===== config.mk =====
export PLATFORM = sky130hd
export DESIGN_NAME = slack_update
export DESIGN_NICKNAME = d
export VERILOG_FILES = /design/src/rtl/slack_update.sv
export SDC_FILE = /design/constraint.sdc
export NUM_CORES = 2
export LEC_CHECK = 0
export ABC_AREA = 1
export BUFFER_PORTS_ARGS = -buffer_cell sky130_fd_sc_hd__buf_2
export CORE_AREA = 2 2 362 364
export DETAILED_ROUTE_END_ITERATION = 10
export DIE_AREA = 0 0 364 366
export GPL_TIMING_DRIVEN = 0
export PLACE_DENSITY = 0.64
export SYNTH_ARGS = -nofsm -noshare
export SYNTH_HDL_FRONTEND = slang
export SYNTH_SLANG_ARGS = --single-unit
export TNS_END_PERCENT = 30

===== constraint.sdc =====
create_clock -name clk -period 5 [get_ports clk]
set_input_delay 0.25 -clock clk [delete_from_list [all_inputs] [get_ports clk]]
set_output_delay 0.25 -clock clk [all_outputs]
set_load 0.02 [all_outputs]

===== src/rtl/slack_update.sv =====
// ADMM slack step: clamp(u+y) and clamp(x+g) per element, one element per lane per cycle.
// Latency: N cycles after the accept edge, then one DONE cycle; start is ignored while busy.
module slack_update #(
  parameter int STATE_DIM   = 6,
  parameter int CONTROL_DIM = 12,
  parameter int W           = 16
) (
  input  logic                            clk,
  input  logic                            reset,
  input  logic                            start,
  input  logic [STATE_DIM-1:0][W-1:0]     u_k,
  input  logic [STATE_DIM-1:0][W-1:0]     y_k,
  input  logic [CONTROL_DIM-1:0][W-1:0]   x_k,
  input  logic [CONTROL_DIM-1:0][W-1:0]   g_k,
  input  logic [W-1:0]                    u_min,
  input  logic [W-1:0]                    u_max,
  input  logic [W-1:0]                    x_min,
  input  logic [W-1:0]                    x_max,
  output logic [STATE_DIM-1:0][W-1:0]     z_out,
  output logic [CONTROL_DIM-1:0][W-1:0]   v_out,
  output logic                            busy,
  output logic                            done
);

  localparam int N  = (STATE_DIM > CONTROL_DIM) ? STATE_DIM : CONTROL_DIM;
  localparam int IW = $clog2(N + 1);
  localparam logic [IW-1:0] LAST_IDX = IW'(N - 1);

  typedef enum logic [1:0] {S_IDLE, S_RUN, S_DONE} state_t;

  state_t                          r_state;
  state_t                          w_next_state;
  logic [IW-1:0]                   r_idx;
  logic [STATE_DIM-1:0][W-1:0]     r_u;
  logic [STATE_DIM-1:0][W-1:0]     r_y;
  logic [CONTROL_DIM-1:0][W-1:0]   r_x;
  logic [CONTROL_DIM-1:0][W-1:0]   r_g;
  logic [W-1:0]                    r_u_min;
  logic [W-1:0]                    r_u_max;
  logic [W-1:0]                    r_x_min;
  logic [W-1:0]                    r_x_max;
  logic [W-1:0]                    w_u_sel;
  logic [W-1:0]                    w_y_sel;
  logic [W-1:0]                    w_x_sel;
  logic [W-1:0]                    w_g_sel;
  logic [W-1:0]                    w_z_res;
  logic [W-1:0]                    w_v_res;
  logic                            w_accept;

  // One extra sum bit keeps the add from wrapping before the bound compare.
  function automatic logic [W-1:0] clamp_add(input logic [W-1:0] a, input logic [W-1:0] b,
                                             input logic [W-1:0] lo, input logic [W-1:0] hi);
    logic signed [W:0] sum;
    sum = $signed({a[W-1], a}) + $signed({b[W-1], b});
    if (sum < $signed({lo[W-1], lo}))      return lo;
    else if (sum > $signed({hi[W-1], hi})) return hi;
    else                                   return sum[W-1:0];
  endfunction

  always_comb begin
    w_u_sel = '0;
    w_y_sel = '0;
    w_x_sel = '0;
    w_g_sel = '0;
    for (int i = 0; i < STATE_DIM; i++) begin
      if (r_idx == IW'(i)) begin
        w_u_sel = r_u[i];
        w_y_sel = r_y[i];
      end
    end
    for (int i = 0; i < CONTROL_DIM; i++) begin
      if (r_idx == IW'(i)) begin
        w_x_sel = r_x[i];
        w_g_sel = r_g[i];
      end
    end
  end

  assign w_z_res  = clamp_add(w_u_sel, w_y_sel, r_u_min, r_u_max);
  assign w_v_res  = clamp_add(w_x_sel, w_g_sel, r_x_min, r_x_max);
  assign w_accept = (r_state == S_IDLE) && start;

  always_comb begin
    w_next_state = r_state;
    busy         = 1'b0;
    done         = 1'b0;
    case (r_state)
      S_IDLE: if (start) w_next_state = S_RUN;
      S_RUN: begin
        busy = 1'b1;
        if (r_idx == LAST_IDX) w_next_state = S_DONE;
      end
      S_DONE: begin
        busy         = 1'b1;
        done         = 1'b1;
        w_next_state = S_IDLE;
      end
      default: w_next_state = S_IDLE;
    endcase
  end

  always_ff @(posedge clk or negedge reset) begin
    if (!reset) begin
      r_state <= S_IDLE;
      r_idx   <= '0;
    end else begin
      r_state <= w_next_state;
      if (w_accept)                r_idx <= '0;
      else if (r_state == S_RUN)   r_idx <= r_idx + IW'(1);
    end
  end

  always_ff @(posedge clk or negedge reset) begin
    if (!reset) begin
      r_u     <= '0;
      r_y     <= '0;
      r_x     <= '0;
      r_g     <= '0;
      r_u_min <= '0;
      r_u_max <= '0;
      r_x_min <= '0;
      r_x_max <= '0;
    end else if (w_accept) begin
      r_u     <= u_k;
      r_y     <= y_k;
      r_x     <= x_k;
      r_g     <= g_k;
      r_u_min <= u_min;
      r_u_max <= u_max;
      r_x_min <= x_min;
      r_x_max <= x_max;
    end
  end

  always_ff @(posedge clk or negedge reset) begin
    if (!reset) begin
      z_out <= '0;
      v_out <= '0;
    end else if (r_state == S_RUN) begin
      for (int i = 0; i < STATE_DIM; i++) begin
        if (r_idx == IW'(i)) z_out[i] <= w_z_res;
      end
      for (int i = 0; i < CONTROL_DIM; i++) begin
        if (r_idx == IW'(i)) v_out[i] <= w_v_res;
      end
    end
  end

endmodule


# ---- Word-level counts from Yosys, hierarchy flattened
# Cells that the tools add are included.
dict set report word_totals {
  ff_bits 934
  output_inout_bits 290
  wordCells 147
}
dict set report op_classes {
  addsub 3
  order_cmp 4
  eq_ne 15
  muxes 47
  reduce_logical 18
}
# op n
set op_table {}
lappend op_table {{16-bit 2-to-1 mux} 40}
lappend op_table {{16-bit by 16-bit adder with 17-bit output} 2}
lappend op_table {{17-bit by 16-bit greater-than comparator with 1-bit output} 2}
lappend op_table {{17-bit by 16-bit less-than comparator with 1-bit output} 2}
lappend op_table {{2-bit AND reduction} 13}
lappend op_table {{4-bit by 3-bit == test with 1-bit output, second input constant} 4}
lappend op_table {{4-bit == test, second input constant} 4}
lappend op_table {{4-bit by 2-bit == test with 1-bit output, second input constant} 2}
lappend op_table {{4-bit 2-to-1 mux} 2}
lappend op_table {{4-bit by 1-bit adder with 4-bit output, second input constant} 1}
lappend op_table {{4-bit by 1-bit == test with 1-bit output, second input constant} 1}
lappend op_table {{4-bit logical NOT} 1}
lappend op_table {{2-bit 2-to-1 mux} 2}
lappend op_table {{2-bit case mux with 2 select lines} 1}
lappend op_table {{2-bit by 1-bit == test with 1-bit output, second input constant} 1}
lappend op_table {{2-bit == test, second input constant} 1}
lappend op_table {{2-bit logical NOT} 1}
lappend op_table {{1-bit 2-to-1 mux} 2}
lappend op_table {{2-bit by 1-bit != test with 1-bit output, second input constant} 1}
lappend op_table {{2-bit != test, second input constant} 1}
lappend op_table {{2-bit nonzero test} 1}
lappend op_table {{2-bit OR reduction} 1}
lappend op_table {{1-bit logical AND} 1}

# ---- Longest topological paths before layout
dict set report logic_depth {
  depth_word 17
  ltp_mapped 45
  depth_no_buf 43
}

# ---- Least setup slack after synthesis
# No wires, ideal clock.
dict set report synth_timing {
  kind {register to register}
  start {reg r_idx[1]}
  end {reg v_out[0] in the netlist's numbering}
  setup_time_ns 0.118
  t_arrival_ns 4.933
  t_required_ns 4.882
  path_slack_ns -0.051
  stages_incl_launch_ff 43
  n_path_buf 3
  period_less_slack_ns 5.051
  path_cell_list {dfrtp_1 > inv_1 > ha_1 > inv_1 > nor2_4 > buf_2 > nand2_1 > nand3_1 > o211ai_1 > nand3b_1 > nand2_1 > nand2_1 > nand2_1 > nand2_1 > nand2_1 > a21oi_1 > ha_1 > inv_1 > [... 7 more ...] > nand2_1 > nand3_1 > a22oi_1 > inv_1 > ha_1 > nand2_1 > inv_1 > nand3_1 > nor2_1 > o2111ai_1 > nand4_1 > nand2_2 > inv_2 > buf_6 > nand3_2 > buf_6 > nand3_1 > nand2_1}
}
dict set report synth_via {
  elab_chain_len 17
  elab_cells_between_ends 42
  cone_classes {add/sub: 1; order compare: 2; eq/ne: 11; mux: 26; reduce/logical: 2}
}
# item line_no
set synth_lines {}
lappend synth_lines {{start: declaration} 33} ;# logic [IW-1:0] r_idx;
lappend synth_lines {{start signal: assignment} 109} ;# else if (r_state == S_RUN) r_idx <= r_idx + IW'(1);
lappend synth_lines {{4-bit logical NOT} {72, 144}}
lappend synth_lines {{16-bit 2-to-1 mux (12 in series)} 72} ;# if (r_idx == IW'(i)) begin
lappend synth_lines {{16-bit by 16-bit adder with 17-bit output} 54} ;# sum = $signed({a[W-1], a}) + $signed({b[W-1], b});
lappend synth_lines {{17-bit by 16-bit greater-than comparator with 1-bit output} 56} ;# else if (sum > $signed({hi[W-1], hi})) return hi;
lappend synth_lines {{16-bit 2-to-1 mux} 56}
lappend synth_lines {{16-bit 2-to-1 mux} 55} ;# if (sum < $signed({lo[W-1], lo})) return lo;
lappend synth_lines {{end signal: indexed assignment} 144} ;# if (r_idx == IW'(i)) v_out[i] <= w_v_res;
lappend synth_lines {{end: declaration} 20} ;# output logic [CONTROL_DIM-1:0][W-1:0] v_out,
# Several ways; a longest one is shown, not always the timed one.
# A chain may end at the register's enable or synchronous reset.

# ---- Worst setup path in the final report
dict set report layout_timing {
  start {reg r_idx[0]}
  end {reg v_out[45] in the netlist's numbering}
}
dict set report layout_via {
  elab_chain_len 17
  elab_cells_between_ends 42
  cone_classes {add/sub: 1; order compare: 2; eq/ne: 11; mux: 26; reduce/logical: 2}
}
# item line_no
set layout_lines {}
lappend layout_lines {{4-bit logical NOT} 72}
lappend layout_lines {{16-bit 2-to-1 mux (12 in series)} 72}
lappend layout_lines {{16-bit by 16-bit adder with 17-bit output} 54}
lappend layout_lines {{17-bit by 16-bit greater-than comparator with 1-bit output} 56}
lappend layout_lines {{16-bit 2-to-1 mux} 56}
lappend layout_lines {{16-bit 2-to-1 mux} 55}
# Several ways; a longest one is shown, not always the timed one.

==> run summary <==
SYNTHESIS
------------------------------------------------------------------------------------------------------
Post-synth design cell area                                                                 45,100 µm²
Syn_area_per_cell                                                                             7.54 µm²
Flip-flop and latch count after synthesis                                                          934
Syn Inst Count                                                                                   5,984
Synth Warn #                                                                                         0
Fraction of the yosys area taken by sequential cells                                             0.518
Synth Flop Type                                                                                dfrtp_1
Post-synth net total                                                                             6,735
Number of synthesized flops with an enable pin                                                       0
Number of distinct library cells after synthesis                                                    43
Share of synthesized flip-flops with an asynchronous set or reset                                 1.00

LAYOUT
------------------------------------------------------------------------------------------------------
Final Core Density                                                                               0.509
# nets final                                                                                     8,511
Synthesis-to-finish area growth                                                                  45.5%
Leading cell type in the layout, fill and taps excluded                                        nand2_1
Fill cell total of the finished layout                                                          12,000
Share of cells above drive strength 1                                                            0.218
Post-route design area                                                                      65,600 µm²
Top library cells by usage in the layout, fill and taps aside                             nand2_1, buf_2, dfrtp_1

FLOORPLAN
------------------------------------------------------------------------------------------------------
DIE WIDTH                                                                                       364 µm
Initial Util                                                                                     0.350
Top Ports                                                                                          933
Row cnt                                                                                            132
Core region area                                                                           129,000 µm²
Total Die Area                                                                             133,000 µm²
Die Ht                                                                                          366 µm

GLOBAL ROUTING
------------------------------------------------------------------------------------------------------
GRT Total Usage                                                                                  0.308
Initial antenna violation count                                                                     35
Total gr overflow                                                                                    0
Pin count of the biggest net entering global routing                                               121
Vias in the first global route                                                                  48,500
Wire length of the first global-routing pass                                                    306 mm

STA
------------------------------------------------------------------------------------------------------
Setup violations, final                                                                            288
Setup repair after global routing missed its margin                                                yes
Shortest period the worst path allows                                                          5.88 ns
Clock skew                                                                                   0.0267 ns
Max_slew headroom                                                                                0.223
Max Slew Vio Count                                                                                   0
Worst Tran Pin Value                                                                           1.16 ns
Fin worst setup slack                                                                        -0.885 ns
Fmax                                                                                           170 MHz
Final period utilization                                                                          1.18
Hold Violations, Final                                                                               0

DRT
------------------------------------------------------------------------------------------------------
Post-Route WL                                                                                   213 mm
Detailed router's first-iteration violation count                                                5,112
Mean routed wirelength per cell                                                                22.1 µm
Final routed DRC violation total                                                                     0
Via count                                                                                       49,400
Number of detailed-routing iterations run before antenna repair                                      6
Routed Antenna Nets                                                                                  0
Vias per Instance                                                                                 5.13

SETUP PATH
------------------------------------------------------------------------------------------------------
WP data required                                                                               5.60 ns
CP Capture Type                                                                                   flop
Crit-path max cell delay                                                                       0.66 ns
Family with the most delay on the worst path                                              simple AND/OR/NAND/NOR gates
Sum of buffers and inverters on the critical path                                                   11
Worst Path Arrival                                                                             6.49 ns
Peak fanout along the critical path                                                                 10
Setup CP Type                                                                               reg -> reg
CP most frequent cell                                                                          nand2_1
Element type at the critical path start                                                           flop
Max stage delay cell, worst path                                                              o211ai_1

PLACE
------------------------------------------------------------------------------------------------------
Final Wtd Congestion                                                                              1.00
Half-perimeter wire length of the detailed placement result                                     154 mm
Input/output buffers                                                                               932
Placed cell area                                                                            52,200 µm²

CTS
------------------------------------------------------------------------------------------------------
Number of buffers created by CTS                                                                   104
CTS tree                                                                                         built
Max clock buf depth                                                                                  3
Latest clock arrival within the worst-skew pair                                                0.73 ns
Clock tree root buffer cell                                                                  clkbuf_16
H-tree depth                                                                                         3
Clock sink count                                                                                   934
Clock transition at the register clock pins on the worst setup and hold paths after CTS        0.06 ns

RUN STATUS
------------------------------------------------------------------------------------------------------
Run status                                                                                finished, violations left
Failing checks                                                                            negative setup slack

HOLD PATH
------------------------------------------------------------------------------------------------------
Min-delay worst type                                                                       in -> async

FLOW RUN
------------------------------------------------------------------------------------------------------
Max-cap check violation count                                                                        0

[sequential cells by signal (all words and copies together) (netlist names)]
signal,flops
r_g,192
r_x,192
v_out,192
r_u,96
r_y,96
z_out,96
r_u_max,16
r_u_min,16
r_x_max,16
r_x_min,16
r_idx,4
r_state,2
[path summary, 6_finish.rpt]
check	from	to	slack [ns]	depth (start not counted)
min in group clk	x_k[28]	r_x[28]	0.25	4
setup reg to reg	r_idx[0]	v_out[45]	-0.88	39
hold reg to reg	v_out[40]	v_out[40]	0.47	2
hold / removal	reset	z_out[12]	0.11	2
max in group asynchronous	reset	r_g[70]	1.82	7
setup / recovery	r_idx[0]	v_out[45]	-0.88	39
[stage by stage]
stage                     setup WS (ns)  TNS [ns]  instances  hold slack (ns)
after floorplan                  0.0105         0       5984          -0.0456
after global placement           -17.04         -       8658            0.449
after detailed placement          -2.20   -537.58       8667            0.280
after CTS                        -0.711   -182.19       9560           0.0732
after global routing              -1.02   -265.45       9606            0.125
final                            -0.885   -210.65       9616            0.113
[logic make-up after synthesis]
logic type      count (synthesis)  synth area share
simple gates                 4051             0.359
xor+xnor                       21           0.00408
fa+ha+maj                     108            0.0303
flops                         934             0.518
buf+inv                       564            0.0521
compound gates                306            0.0362
[cell usage after synthesis (7+ instances only)]
cell type | n | share of area
nand2_1 | 3279 | 0.27
dfrtp_1 | 934 | 0.52
nand3_1 | 420 | 0.047
nor2_1 | 227 | 0.019
inv_1 | 225 | 0.019
clkbuf_1 | 215 | 0.018
o21ai_0 | 115 | 0.013
ha_1 | 106 | 0.029
a21oi_1 | 82 | 0.0091
buf_2 | 70 | 0.0078
o21ai_1 | 56 | 0.0062
a31oi_1 | 29 | 0.0040
or2_2 | 28 | 0.0039
nand3_2 | 21 | 0.0047
nand3b_1 | 21 | 0.0035
inv_2 | 17 | 0.0014
buf_6 | 14 | 0.0035
xor2_1 | 13 | 0.0025
nand4_1 | 12 | 0.0017
buf_1 | 11 | 0.00092
buf_4 | 10 | 0.0017
nor2_2 | 9 | 0.0012
xnor2_1 | 8 | 0.0016
nand2_2 | 7 | 0.00097
nor3_1 | 7 | 0.00078
o211ai_1 | 7 | 0.0012
[repair_timing]
action	4_1_cts	5_1_grt
endpoints found under the hold margin	716	0
buffers inserted	43	21
cloned	11	14
hold buffers	642	0
resized for setup	360	256
pin swaps	72	108
setup endpoints to repair	288	288
[area by class of cell]
cell class,instances,area [µm²],area share
antenna,23,57.6,0.000877
buffer,319,1860,0.0283
clock buffer,148,3060,0.0466
clock inverter,49,509,0.00776
inverter,244,933,0.0142
multi-input combinational,4486,21300,0.324
sequential,934,23400,0.356
tap,1742,2180,0.0332
timing repair buffer,1671,12400,0.189
[layer usage]
| metal | global-route usage | wire length [µm] |
|---|---|---|
| met5 | 0 | 191 |
| met4 | 0.200 | 15300 |
| met3 | 0.0551 | 17000 |
| met2 | 0.486 | 96300 |
| met1 | 0.387 | 83800 |
Power is not shown: default switching activity piles up to over one toggle a cycle in this logic, so the estimate is an artifact.
